### config.mk
export PLATFORM = sky130hd
export DESIGN_NAME = sha_block_sequencer
export DESIGN_NICKNAME = d
export VERILOG_FILES = /design/src/rtl/sha_block_sequencer.sv
export SDC_FILE = /design/constraint.sdc
export NUM_CORES = 1
export LEC_CHECK = 0
export CAP_MARGIN = 15
export CORE_MARGIN = 3
export CORE_UTILIZATION = 43
export CTS_CLUSTER_DIAMETER = 30
export CTS_CLUSTER_SIZE = 25
export DETAILED_ROUTE_END_ITERATION = 8
export GPL_TIMING_DRIVEN = 1
export PLACE_DENSITY = 0.76
export REMOVE_ABC_BUFFERS = 1
export SKIP_CTS_REPAIR_TIMING = 1
export SLEW_MARGIN = 40
export SYNTH_ARGS = -nofsm -noshare
export SYNTH_HDL_FRONTEND = slang
export SYNTH_SLANG_ARGS = --single-unit
export TNS_END_PERCENT = 1
### constraint.sdc
create_clock -name clk -period 1.8 [get_ports clk]
set_input_delay 0.36 -clock clk [delete_from_list [all_inputs] [get_ports clk]]
set_output_delay 0.36 -clock clk [all_outputs]
set_load 0.02 [all_outputs]
### src/rtl/sha_block_sequencer.sv
// sha_block_sequencer: sequences the three SHA-256 blocks of one nonce attempt and owns the nonce/auto-run loop.
module sha_block_sequencer #(
  parameter int ROUNDS = 64,
  parameter int NONCE_W = 32,
  localparam int RW = $clog2(ROUNDS)
) (
  input  logic               clk,
  input  logic               rst_n,
  input  logic               start,
  input  logic               abort,
  input  logic               auto_run,
  input  logic               nonce_load,
  input  logic [NONCE_W-1:0] nonce_init,
  input  logic               digest_hit,
  output logic [1:0]         block_code,
  output logic [RW-1:0]      round,
  output logic               round_en,
  output logic               wv_init,
  output logic [1:0]         msg_sel,
  output logic [NONCE_W-1:0] nonce,
  output logic               busy,
  output logic               done,
  output logic               found,
  output logic               nonce_wrap
);
  typedef enum logic [2:0] {IDLE, LOAD, ROUND, ACCUM, DONE} state_t;
  localparam logic [RW-1:0] LAST = RW'(ROUNDS - 1);
  state_t r_state, w_state;
  logic [1:0] r_blk, w_blk, r_code, w_code, r_msg, w_msg;
  logic [RW-1:0] r_round, w_round;
  logic r_round_en, w_round_en, r_wv, w_wv, r_busy, r_done, w_done, r_found, w_found, r_wrap, w_wrap;
  logic [NONCE_W-1:0] r_nonce, w_nonce;
  always_comb begin
    w_state = r_state;
    w_blk = r_blk;
    w_code = r_code;
    w_msg = r_msg;
    w_round = r_round;
    w_round_en = 1'b0;
    w_wv = 1'b0;
    w_nonce = r_nonce;
    w_done = 1'b0;
    w_found = r_found;
    w_wrap = 1'b0;
    case (r_state)
      IDLE: begin
        if (nonce_load) w_nonce = nonce_init;
        if (start) begin
          w_state = LOAD;
          w_blk = 2'd0;
          w_code = 2'd0;
          w_msg = 2'd0;
          w_found = 1'b0;
          w_wv = 1'b1;
          w_round = '0;
        end
      end
      LOAD: begin
        w_state = ROUND;
        w_round_en = 1'b1;
        w_round = '0;
      end
      ROUND: begin
        w_state = (r_round == LAST) ? ACCUM : ROUND;
        w_code = (r_round == LAST) ? r_blk + 2'd1 : r_code;
        w_round = (r_round == LAST) ? '0 : r_round + RW'(1);
        w_round_en = (r_round != LAST);
      end
      ACCUM: begin
        if (r_blk < 2'd2) begin
          w_state = LOAD;
          w_blk = r_blk + 2'd1;
          w_msg = r_msg + 2'd1;
          w_wv = 1'b1;
          w_round = '0;
        end else begin
          w_state = DONE;
          w_done = 1'b1;
        end
      end
      DONE: begin
        if (digest_hit) begin
          w_found = 1'b1;
          w_state = IDLE;
        end else begin
          w_nonce = r_nonce + NONCE_W'(1);
          w_wrap = &r_nonce;
          w_state = auto_run ? LOAD : IDLE;
          w_blk = 2'd0;
          w_code = auto_run ? 2'd0 : r_code;
          w_msg = auto_run ? 2'd0 : r_msg;
          w_wv = auto_run;
        end
      end
      default: w_state = IDLE;
    endcase
    // abort wins over everything except reset, and suppresses the done pulse
    if (abort && r_state != IDLE) begin
      w_state = IDLE;
      w_blk = 2'd0;
      w_code = 2'd0;
      w_round = '0;
      w_round_en = 1'b0;
      w_wv = 1'b0;
      w_done = 1'b0;
      w_nonce = r_nonce;
      w_wrap = 1'b0;
      w_found = r_found;
    end
  end
  always_ff @(posedge clk) begin
    if (!rst_n) begin
      r_state <= IDLE;
      r_blk <= 2'd0;
      r_code <= 2'd0;
      r_msg <= 2'd0;
      r_round <= '0;
      r_round_en <= 1'b0;
      r_wv <= 1'b0;
      r_nonce <= '0;
      r_busy <= 1'b0;
      r_done <= 1'b0;
      r_found <= 1'b0;
      r_wrap <= 1'b0;
    end else begin
      r_state <= w_state;
      r_blk <= w_blk;
      r_code <= w_code;
      r_msg <= w_msg;
      r_round <= w_round;
      r_round_en <= w_round_en;
      r_wv <= w_wv;
      r_nonce <= w_nonce;
      r_busy <= (w_state != IDLE);
      r_done <= w_done;
      r_found <= w_found;
      r_wrap <= w_wrap;
    end
  end
  assign block_code = r_code;
  assign round = r_round;
  assign round_en = r_round_en;
  assign wv_init = r_wv;
  assign msg_sel = r_msg;
  assign nonce = r_nonce;
  assign busy = r_busy;
  assign done = r_done;
  assign found = r_found;
  assign nonce_wrap = r_wrap;
endmodule

==> metrics, run 1 <==
commonest non-fill, non-tap cell in the layout=buf_4; CTS tree=done; starting density of the core=45.8%; Max VDD drop=0.396 mV; CP required=2.05 ns; crit path from=nonce[0]; final non-filler cell total=618; reg2reg setup slack=-0.05 ns; root buf cell=clkbuf_8; IO buf count=86; Post-Synthesis Cells=384; CP peak stage delay=0.52 ns; Synth Flop Type=dfxtp_1; post-route setup slack=-0.0458 ns; endpoint class of the critical path=register; Clock Latency Late Sink=0.32 ns; WL/cell=16.3 um; fin. max-slew vios=0; setup repair after global routing missed its margin=yes; Post-synth ARST share=0%; Fin Setup TNS=-0.0583 ns; Clock transition at path regs=0.11 ns; reg-to-reg critical path startpoint=nonce[0]; share of cells above drive strength 1=22.9%; first-pass GRT wire length=15200 um; Detail Route Antenna Nets=0; Total Nets Final=565; post-synthesis sequential area ratio=35.2%; largest net degree at the start of global routing=25; synth warn=0; Synth Area in Compound Gates=27.1%; DR iter-0 viols=215; Worst-Margin Slew=0.311 ns; Num CTS Buffers=5; Residual DRC=0; die area=0.00804 mm^2; All-Layer GR Usage=24.0%; via count=3635; most area-consuming cells after synthesis=dfxtp_1 (35%), a21oi_1 (5.7%), nand2_1 (4.6%); Vias/cell=5.88; post-DP HPWL=7180 um; crit path kind=register to register; Arrival @ worst endpoint=2.09 ns; Flop pwr share=44.3%; Post-synth EDFFs=0; io pins=87; xor/xnor share of the synthesized area=0.582%; final cycle utilization of the critical path=103%; failing checks=negative setup slack; maximum clock path buffer count=2; worst clock skew=0.00829 ns; PD cells=645 mW/mm^2; area share of fa/ha/maj cells after synthesis=0.831%; NetSw=1.01 mW; Hold Fails Final Rpt=0; row count=29; Int Power=2.02 mW; Die Wd=89.7 um; antenna violations before repair=0; Min-Delay Path Depth=2; maximum capacitance violations=0; synthesized area=0.00301 mm^2; fraction of synthesized area in multiplexers=0.998%; routed wire length=10100 um; highest clock rate=542 MHz; fin area=0.00470 mm^2; startpoint types=register; Synth Area in Simple Gates=30.8%; crit path capture=nonce[31]; setup violators final=2; post-synth top area cell=dfxtp_1; clk sinks=53; P_leak=2.09 nW; r2r endpoint=nonce[31]; total core area=0.00657 mm^2; worst-case reg-to-reg path depth=6; area post-placement=0.00441 mm^2; vias in the first global route=3175; combinational share of power=30.5%; maximum fanout along the worst path=5; htree depth=2; area delta synth->final=56.3%; routability cong.=0.878; worst path cell trace=buf_4 > nand4_1 > nor3_4 > nand3_1 > or4_1 > a31oi_1; GR Overflow Total=0; outcome=finished, violations left; max_slew headroom=79.0%; buffers and inverters on the worst path=1; synth unique cells=62; Slowest-stage cell, CP=or4_1; placed insts=604; critical path's top delay family=simple AND/OR/NAND/NOR gates; die height=89.7 um; FF+latch count, synth=53; Sw Share=33.4%; HP Class=register to register; commonest non-fill, non-tap cells in the layout=buf_4 (71), clkdlybuf4s50_1 (69), dfxtp_1 (44); largest family of logic cells by synthesized area=simple AND/OR/NAND/NOR gates; clock network fraction of total power=25.2%; antenna cells=0; Yosys top cell area share=35.2%; fin crit period=1.85 ns; filler cell count=490; Worst path depth=6; Syn Area/Cell=7.84 um^2; iteration count of the initial detailed-routing pass=5
power groups by stage:
stage / logic, mW / registers (mW) / clock network (mW)
floorplan: 0.277 / 1.49 / 0
global placement: 0.885 / 1.36 / 0
detailed placement: 0.901 / 1.36 / 0
CTS: 0.905 / 1.33 / 0.758
global route: 0.998 / 1.36 / 0.825
finish: 0.927 / 1.35 / 0.764
worst register-to-register path, cell delays in order (launching register included):
cell and delay [ns]:
dfxtp_2 0.37, buf_4 0.14, nand4_1 0.16, nor3_4 0.31
nand3_1 0.15, or4_1 0.52, a31oi_1 0.14
logic make-up after synthesis:
logic type	after synthesis
xor+xnor	2
buf+inv	33
mux	3
simple gates	168
compound gates	123
fa+ha+maj	2
flops	53
metal layers:
layer / vias to the layer above / track usage, % / routed length (um)
li1: 1724 / - / -
met1: 1721 / 32.5 / 4340
met2: 160 / 40.0 / 4860
met3: 30 / 3.01 / 614
met4: 0 / 7.17 / 257
met5: - / 0 / 0
through the flow:
step	power (mW)	hold WS (ns)	setup WS, ns	util, %
3_3_place_gp	2.24	0.478	-0.262	67.1
4_1_cts	3.00	0.499	-0.112	68.6
6_report	3.04	0.499	-0.0458	71.6
5_1_grt	3.18	0.527	-0.132	71.6
3_5_place_dp	2.26	0.480	-0.372	67.1
2_1_floorplan	1.76	0.477	-0.683	-
worst min path at each step:
stage / from / endpoint / slack (ns)
after floorplan: rst_n / nonce[13] / 0.48
after global placement: block_code[1] / block_code[1] / 0.48
after detailed placement: msg_sel[1] / msg_sel[1] / 0.48
after CTS: block_code[1] / block_code[1] / 0.50
after global routing: nonce[29] / nonce[29] / 0.53
final: block_code[1] / block_code[1] / 0.50
flip-flops by register name, indices dropped and copies added (netlist names):
register and flops:
nonce 32, round 6, r_state 3, block_code 2, msg_sel 2, r_blk 2, busy 1, done 1
found 1, nonce_wrap 1, round_en 1, wv_init 1
final cells by class:
| class | count | area [um^2] | share of cell area (%) |
|---|---|---|---|
| Clock buffer | 5 | 68.8 | 1.46 |
| Tap cell | 93 | 116 | 2.47 |
| Timing Repair Buffer | 160 | 1480 | 31.4 |
| Sequential cell | 53 | 1070 | 22.8 |
| Inverter | 6 | 22.5 | 0.479 |
| Multi-Input combinational cell | 298 | 1920 | 40.7 |
| Clock inverter | 3 | 28.8 | 0.612 |
synthesized netlist by cell type, types with 4 or more instances:
| master | instances |
|---|---|
| nand2b_1 | 7 |
| a31oi_1 | 10 |
| nor4_1 | 7 |
| nand2_1 | 37 |
| nand4_1 | 10 |
| a211oi_1 | 6 |
| nor2_1 | 37 |
| nand3_1 | 14 |
| dfxtp_1 | 53 |
| a21o_1 | 4 |
| inv_1 | 6 |
| a311oi_1 | 4 |
| buf_2 | 9 |
| a21oi_1 | 34 |
| nor2b_1 | 4 |
| o21ai_0 | 23 |
| o211ai_1 | 6 |
| nand3b_1 | 7 |
| and2_1 | 4 |
| nor3_1 | 12 |
| clkbuf_1 | 16 |
| and3_1 | 5 |
Power figures use the tool's default switching activity.
==> run 2, diff against run 1 <==
--- a/config.mk
+++ b/config.mk
@@ -11,6 +11,7 @@
 export CTS_CLUSTER_DIAMETER = 30
 export CTS_CLUSTER_SIZE = 25
 export DETAILED_ROUTE_END_ITERATION = 8
+export GPL_ROUTABILITY_DRIVEN = 0
 export GPL_TIMING_DRIVEN = 1
 export PLACE_DENSITY = 0.76
 export REMOVE_ABC_BUFFERS = 1
==> results of run 2 <==
No change in the layout: final DEF, timing and power equal those of run 1.
